<file path="config.mk">
export PLATFORM = sky130hd
export DESIGN_NAME = fb_kbd_ctrl_flat
export DESIGN_NICKNAME = d
export VERILOG_FILES = /design/src/rtl/fb_kbd_if.sv /design/src/rtl/fb_kbd_ctrl.sv /design/src/flat_wrapper.sv
export SDC_FILE = /design/constraint.sdc
export NUM_CORES = 1
export LEC_CHECK = 0
export BUFFER_PORTS_ARGS = -buffer_cell sky130_fd_sc_hd__buf_2
export CAP_MARGIN = 40
export CORE_MARGIN = 4
export CORE_UTILIZATION = 37
export DETAILED_ROUTE_END_ITERATION = 7
export GPL_TIMING_DRIVEN = 0
export SYNTH_ARGS = -nofsm -noshare
export SYNTH_HDL_FRONTEND = slang
export SYNTH_SLANG_ARGS = --single-unit
</file>
<file path="constraint.sdc">
create_clock -name clk -period 5.57 [get_ports clk]
set_input_delay 1.114 -clock clk [delete_from_list [all_inputs] [get_ports clk]]
set_output_delay 1.114 -clock clk [all_outputs]
set_load 0.01 [all_outputs]
</file>
<file path="src/rtl/fb_kbd_if.sv">
// fb_kbd_if: Firebird MMIO bus bundle for the PS/2 keyboard controller.
//   cs     - register select
//   we     - 1 = write, 0 = read (qualified by cs)
//   addr   - 0 = STATUS, 1 = DATA
//   wdata  - write data
//   rdata  - registered read data
//   rvalid - one-cycle pulse, one clk after an accepted read
//   irq    - level interrupt, high while scan codes are buffered
// master = CPU side, slave = controller side.
interface fb_kbd_if;
  logic        cs;
  logic        we;
  logic        addr;
  logic [31:0] wdata;
  logic [31:0] rdata;
  logic        rvalid;
  logic        irq;

  modport master (output cs, we, addr, wdata, input rdata, rvalid, irq);
  modport slave  (input cs, we, addr, wdata, output rdata, rvalid, irq);
endinterface

</file>
<file path="src/rtl/fb_kbd_ctrl.sv">
// fb_kbd_ctrl: PS/2 keyboard controller for the Firebird MMIO space.
// Deserialises PS/2 frames (start, 8 data LSB-first, odd parity, stop) into
// scan-code bytes, buffers them in a FIFO and exposes a STATUS/DATA register
// pair with sticky error flags (OVF, PERR, FERR).
// Ports:
//   clk      - system clock, all state on posedge
//   rst_n    - asynchronous active-low reset
//   ps2_clk  - raw PS/2 clock pin (asynchronous)
//   ps2_data - raw PS/2 data pin (asynchronous)
//   bus      - MMIO slave port (cs/we/addr/wdata in, rdata/rvalid/irq out)
// STATUS word: [15:8] count, [3] OVF, [2] PERR, [1] FERR, [0] data available.
module fb_kbd_ctrl #(
  parameter int FIFO_DEPTH = 8,
  parameter int TIMEOUT    = 50000
) (
  input  logic    clk,
  input  logic    rst_n,
  input  logic    ps2_clk,
  input  logic    ps2_data,
  fb_kbd_if.slave bus
);

  localparam int PTR_W = $clog2(FIFO_DEPTH);
  localparam int TMO_W = $clog2(TIMEOUT);

  typedef enum logic [1:0] {IDLE, DATA, PARITY, STOP} state_t;

  // Odd parity: data bits plus parity bit must contain an odd number of ones.
  function automatic logic parity_ok(input logic [7:0] d, input logic p);
    return ^{d, p};
  endfunction

  // ---------------------------------------------------------------- sync stage
  logic clk_p0, sync_clk, sync_clk_d;
  logic dat_p0, sync_data;
  logic fall;

  always_ff @(posedge clk or negedge rst_n) begin
    if (!rst_n) begin
      clk_p0     <= 1'b1;
      sync_clk   <= 1'b1;
      sync_clk_d <= 1'b1;
      dat_p0     <= 1'b1;
      sync_data  <= 1'b1;
    end else begin
      clk_p0     <= ps2_clk;
      sync_clk   <= clk_p0;
      sync_clk_d <= sync_clk;
      dat_p0     <= ps2_data;
      sync_data  <= dat_p0;
    end
  end

  assign fall = sync_clk_d & ~sync_clk;

  // ----------------------------------------------------------- frame FSM stage
  state_t            state, state_next;
  logic [2:0]        bitcnt;
  logic [7:0]        shreg;
  logic              par_bit;
  logic [TMO_W-1:0]  tcnt;
  logic              push, set_perr, set_ferr, timeout;

  always_ff @(posedge clk or negedge rst_n) begin
    if (!rst_n) state <= IDLE;
    else        state <= state_next;
  end

  always_comb begin
    state_next = state;
    push       = 1'b0;
    set_perr   = 1'b0;
    set_ferr   = 1'b0;
    // Timeout counts only between falls of an in-progress frame.
    timeout    = (state != IDLE) && !fall && (tcnt == TMO_W'(TIMEOUT - 1));
    if (timeout) begin
      state_next = IDLE;
      set_ferr   = 1'b1;
    end else if (fall) begin
      case (state)
        IDLE:   if (!sync_data) state_next = DATA;
        DATA:   if (bitcnt == 3'd7) state_next = PARITY;
        PARITY: state_next = STOP;
        STOP: begin
          state_next = IDLE;
          if (!sync_data) set_ferr = 1'b1;
          if (!parity_ok(shreg, par_bit)) set_perr = 1'b1;
          push = sync_data && parity_ok(shreg, par_bit);
        end
        default: state_next = IDLE;
      endcase
    end
  end

  always_ff @(posedge clk or negedge rst_n) begin
    if (!rst_n) begin
      bitcnt <= '0;
      tcnt   <= '0;
    end else begin
      if (fall && state == IDLE)      bitcnt <= '0;
      else if (fall && state == DATA) bitcnt <= bitcnt + 3'd1;
      if (state == IDLE || fall || timeout) tcnt <= '0;
      else                                  tcnt <= tcnt + TMO_W'(1);
    end
  end

  // Frame payload is pure data; a stale partial byte is overwritten by the
  // next frame's eight shifts, so it needs no reset or explicit discard.
  always_ff @(posedge clk) begin
    if (fall && state == DATA)   shreg   <= {sync_data, shreg[7:1]};
    if (fall && state == PARITY) par_bit <= sync_data;
  end

  // --------------------------------------------------------- FIFO / MMIO stage
  logic [7:0]       mem [FIFO_DEPTH];
  logic [PTR_W-1:0] wptr, rptr;
  logic [PTR_W:0]   count, count_next;
  logic             rd_req, wr_req, pop, full, push_ok, ovf_set;
  logic             ovf, perr, ferr;
  logic [2:0]       clr;
  logic [7:0]       cnt8;
  logic [31:0]      status;
  logic             unused_wdata;

  assign rd_req     = bus.cs & ~bus.we;
  assign wr_req     = bus.cs & bus.we;
  assign pop        = rd_req & bus.addr & (count != '0);
  assign full       = (count == (PTR_W+1)'(FIFO_DEPTH));
  // A pop on the same edge frees the slot, so a full FIFO still accepts it.
  assign push_ok    = push & (~full | pop);
  assign ovf_set    = push & full & ~pop;
  assign count_next = count + {{PTR_W{1'b0}}, push_ok} - {{PTR_W{1'b0}}, pop};
  assign clr        = (wr_req && !bus.addr) ? bus.wdata[3:1] : 3'b000;
  assign cnt8       = 8'(count);
  assign status     = {16'h0000, cnt8, 4'h0, ovf, perr, ferr, (count != '0)};
  assign unused_wdata = ^{bus.wdata[31:4], bus.wdata[0]};

  always_ff @(posedge clk) begin
    if (push_ok) mem[wptr] <= shreg;
  end

  always_ff @(posedge clk or negedge rst_n) begin
    if (!rst_n) begin
      wptr       <= '0;
      rptr       <= '0;
      count      <= '0;
      ovf        <= 1'b0;
      perr       <= 1'b0;
      ferr       <= 1'b0;
      bus.rdata  <= '0;
      bus.rvalid <= 1'b0;
      bus.irq    <= 1'b0;
    end else begin
      if (push_ok) wptr <= wptr + PTR_W'(1);
      if (pop)     rptr <= rptr + PTR_W'(1);
      count <= count_next;
      // Setting a flag wins over a same-cycle write-1-to-clear.
      ovf  <= (ovf  & ~clr[2]) | ovf_set;
      perr <= (perr & ~clr[1]) | set_perr;
      ferr <= (ferr & ~clr[0]) | set_ferr;
      bus.rvalid <= rd_req;
      if (rd_req) begin
        if (!bus.addr)         bus.rdata <= status;
        else if (count != '0)  bus.rdata <= {24'h000000, mem[rptr]};
        else                   bus.rdata <= '0;
      end
      bus.irq <= (count_next != '0);
    end
  end

endmodule

</file>
<file path="src/flat_wrapper.sv">
// flat-port wrapper written by rule: the top's interface ports become plain ports
module fb_kbd_ctrl_flat 
#(
  parameter int FIFO_DEPTH = 8,
  parameter int TIMEOUT    = 50000
)
  (clk, rst_n, ps2_clk, ps2_data, bus_cs, bus_we, bus_addr, bus_wdata, bus_rdata, bus_rvalid, bus_irq);
  fb_kbd_if bus_i ();
  input  logic clk;
  input  logic rst_n;
  input  logic ps2_clk;
  input  logic ps2_data;
  input wire logic [$bits(bus_i.cs)-1:0] bus_cs;
  input wire logic [$bits(bus_i.we)-1:0] bus_we;
  input wire logic [$bits(bus_i.addr)-1:0] bus_addr;
  input wire logic [$bits(bus_i.wdata)-1:0] bus_wdata;
  output wire logic [$bits(bus_i.rdata)-1:0] bus_rdata;
  output wire logic [$bits(bus_i.rvalid)-1:0] bus_rvalid;
  output wire logic [$bits(bus_i.irq)-1:0] bus_irq;
  assign bus_i.cs = bus_cs;
  assign bus_i.we = bus_we;
  assign bus_i.addr = bus_addr;
  assign bus_i.wdata = bus_wdata;
  assign bus_rdata = bus_i.rdata;
  assign bus_rvalid = bus_i.rvalid;
  assign bus_irq = bus_i.irq;
  fb_kbd_ctrl #(.FIFO_DEPTH(FIFO_DEPTH), .TIMEOUT(TIMEOUT)) u_core (.clk(clk), .rst_n(rst_n), .ps2_clk(ps2_clk), .ps2_data(ps2_data), .bus(bus_i));
endmodule
</file>
==> impl_results.md <==
* Number of enable flip-flop cells after synthesis at 73
* Outcome: completed
* Synth-to-layout area growth at 19.1%
* Cell area after layout at 6680 um^2
* Setup crit end: u_core.bus.irq
* DRT Pass-1 Iters at 4
* Initial DRC Count at 171
* Largest cells by area after synthesis: edfxtp_1 39%, dfrtp_1 21%, mux4_2 4.0%, ha_1 3.6%, mux2i_1 3.6%
* FP Rows at 44
* Root buf cell: clkbuf_16
* Synth top cells by count: 73 x edfxtp_1, 48 x dfrtp_1, 29 x nand2_1
* Power, Total at 3.00 mW
* Hpwl dp at 7590 um
* Layout Cells excl Fill at 666
* Type of origin of the critical path: primary input
* Full die area at 17200 um^2
* Post-synthesis instance area at 5610 um^2
* Via count at 3268
* Required time worst endpoint at 5.85 ns
* Share of the synthesized area in the top cell type at 39.1%
* TritonCTS Sinks at 126
* Buffers on Ports at 23
* Register area share after synthesis at 62.8%
* Initial Util at 38.2%
* Clk pin slew, worst setup/hold paths at 0.06 ns
* Via/cell ratio at 4.91
* Final min period at 3.56 ns
* Tightest Pin Transition at 0.835 ns
* CTS H-tree depth at 4
* Syn_area_per_cell at 14.0 um^2
* Placed cell area at 6130 um^2
* Seq cells post-synth at 126
* Synth async-reset ratio at 42.1%
* Peak supply drop at 234 uV
* Critical path capture point type: flop
* Max cap viols at 0
* Slew HR at 44.0%
* Final worst-path cycle share at 64.0%
* Slew Limit Fails at 0
* Gpl congestion at 0.748
* Synth Flop Type: edfxtp_1
* Fillers at 1301
* Most frequent cell after synthesis: edfxtp_1
* CTS tree: built
* Vias in the first global route at 3355
* Post_cts resized at 0
* Final #Nets at 525
* Ant. Diodes at 0
* First-pass GRT wire length at 18000 um
* R2r worst-path depth at 12
* Final ANT Viol Nets at 0
* Leakage at 2.70 nW
* Die height at 131 um
* Final setup fails at 0
* Cts hold-fix bufs at 0
* Initial antenna violation count at 0
* Remaining DRCs at 0
* RR Startpoint: u_core.count[2]
* Final WL at 10900 um
* Cells after DPL at 634
* Cells after Synth at 401
* Crit-path slowest cell: or4_1
* Maximum clock insertion buffer count at 2
* Critical path type: in -> reg
* Share of cells above drive strength 1 at 23.9%
* Data arrival time of the critical path at 3.85 ns
* FMAX at 281 MHz
* Fin Setup TNS at 0 ns
* Worst R2R End: u_core.bus.irq
* YS warnings at 0
* Final hold violations at 0
* Clk_lat worst skew at 0.42 ns
* Min-Delay Path Class: reg -> reg
* Setup bufs post-CTS at 0
* Clock skew at 0.00945 ns
* Synth unique cells at 56
* Wire per inst at 16.3 um
* Area leader, netlist: edfxtp_1
* CTS Buf Count at 17
* Most used cell, CP: inv_1
* Crit-path max cell delay at 0.52 ns
* Largest net degree at the start of global routing at 30
* Core area at 14700 um^2
* Worst setup startpoint: bus_we
* Crit-path max FO at 9
* Total Routing Usage GR at 13.4%
* I/O pin count at 73
* Die X at 131 um
* Unrepaired setup endpoints after global routing: no
* Total gr overflow at 0
* Critical path, cell by cell: buf_2 > nand2b_1 > clkinv_1 > nand2_1 > inv_1 > ha_1 > inv_1 > ha_1 > inv_1 > fa_1 > inv_1 > or4_1
* R2R Setup Slk at 2.15 ns
* Power Density at 449 nW/um^2
==> state kept, by name, summed over array words and instances, names as in the netlist, 2 cells and up <==
name / flops
u_core.bus.rdata: 12
u_core.rptr: 3
u_core.shreg: 8
u_core.mem: 64
u_core.wptr: 3
u_core.tcnt: 16
u_core.state: 2
u_core.bitcnt: 3
u_core.count: 4
==> through the flow <==
stage          utilization (%)  hold slack (ns)  worst slack (ns)
6_report                  45.5            0.355              2.01
5_1_grt                   45.5            0.357              1.83
4_1_cts                   45.5            0.355              2.00
3_5_place_dp              41.7            0.347              1.57
3_3_place_gp              41.0            0.348              1.13
2_1_floorplan                -            0.345              2.17
==> cell families (layout without fill, tap and decap cells) <==
group / Yosys count / in the layout / share of synthesized area, %
other: 1 / 20 / 0.0668
multiplexers: 32 / 32 / 7.98
buffers and inverters: 51 / 113 / 4.95
AND/OR/NAND/NOR: 111 / 111 / 10.9
flip-flops: 126 / 126 / 62.8
adder cells (fa/ha/maj): 17 / 17 / 3.92
XOR/XNOR: 25 / 25 / 4.66
AO/OA/AOI/OAI: 38 / 38 / 4.77
==> layer usage <==
metal  routed length [um]  global-route usage, %  vias up
met5                    0                      0        -
met4                  158                   4.90        0
met3                  547                   3.78       13
met2                 5290                   21.5       70
met1                 4880                   17.5     1612
li1                     -                      -     1573
==> worst min-delay path by stage <==
stage,slack [ns],startpoint,depth (start not counted),endpoint
floorplan,0.35,u_core.clk_p0,0,u_core.sync_clk
global placement,0.35,u_core.clk_p0,0,u_core.sync_clk
detailed placement,0.35,u_core.dat_p0,0,u_core.sync_data
CTS,0.35,u_core.dat_p0,0,u_core.sync_data
global route,0.36,u_core.dat_p0,0,u_core.sync_data
finish,0.36,u_core.dat_p0,0,u_core.sync_data
==> report_power, final <==
part / switching, mW / internal (mW)
sequential: 0.0949 / 1.11
combinational: 0.431 / 0.342
clock: 0.405 / 0.614
total: 0.931 / 2.07
==> layout by cell type (no fill, tap or decap), types with 17 or more instances in the layout <==
| cell type | Yosys | final |
|---|---|---|
| edfxtp_1 | 73 | 73 |
| nand2_1 | 29 | 29 |
| buf_2 | 3 | 27 |
| nor2_1 | 21 | 21 |
| mux2i_1 | 20 | 20 |
| clkbuf_16 | 0 | 17 |
| dfrtp_1 | 48 | 48 |
| conb_1 | 1 | 20 |
| buf_4 | 20 | 25 |
==> worst max-delay path, delay by kind of cell <==
kind | cells | cell delay (ns)
fa+ha+maj | 3 | 0.94
buf+inv | 6 | 0.67
simple gates | 3 | 1.12
==> cell type report <==
cell class	count	area, um^2	area share, %
Buffer	34	214	3.20
Clock buffer	19	433	6.48
Clock inverter	13	116	1.74
Inverter	17	63.8	0.955
Multi-Input combinational cell	243	1920	28.8
Sequential cell	126	3520	52.7
Tap cell	184	230	3.45
Timing Repair Buffer	30	178	2.66
No activity file was read; power rests on OpenSTA's default activity.
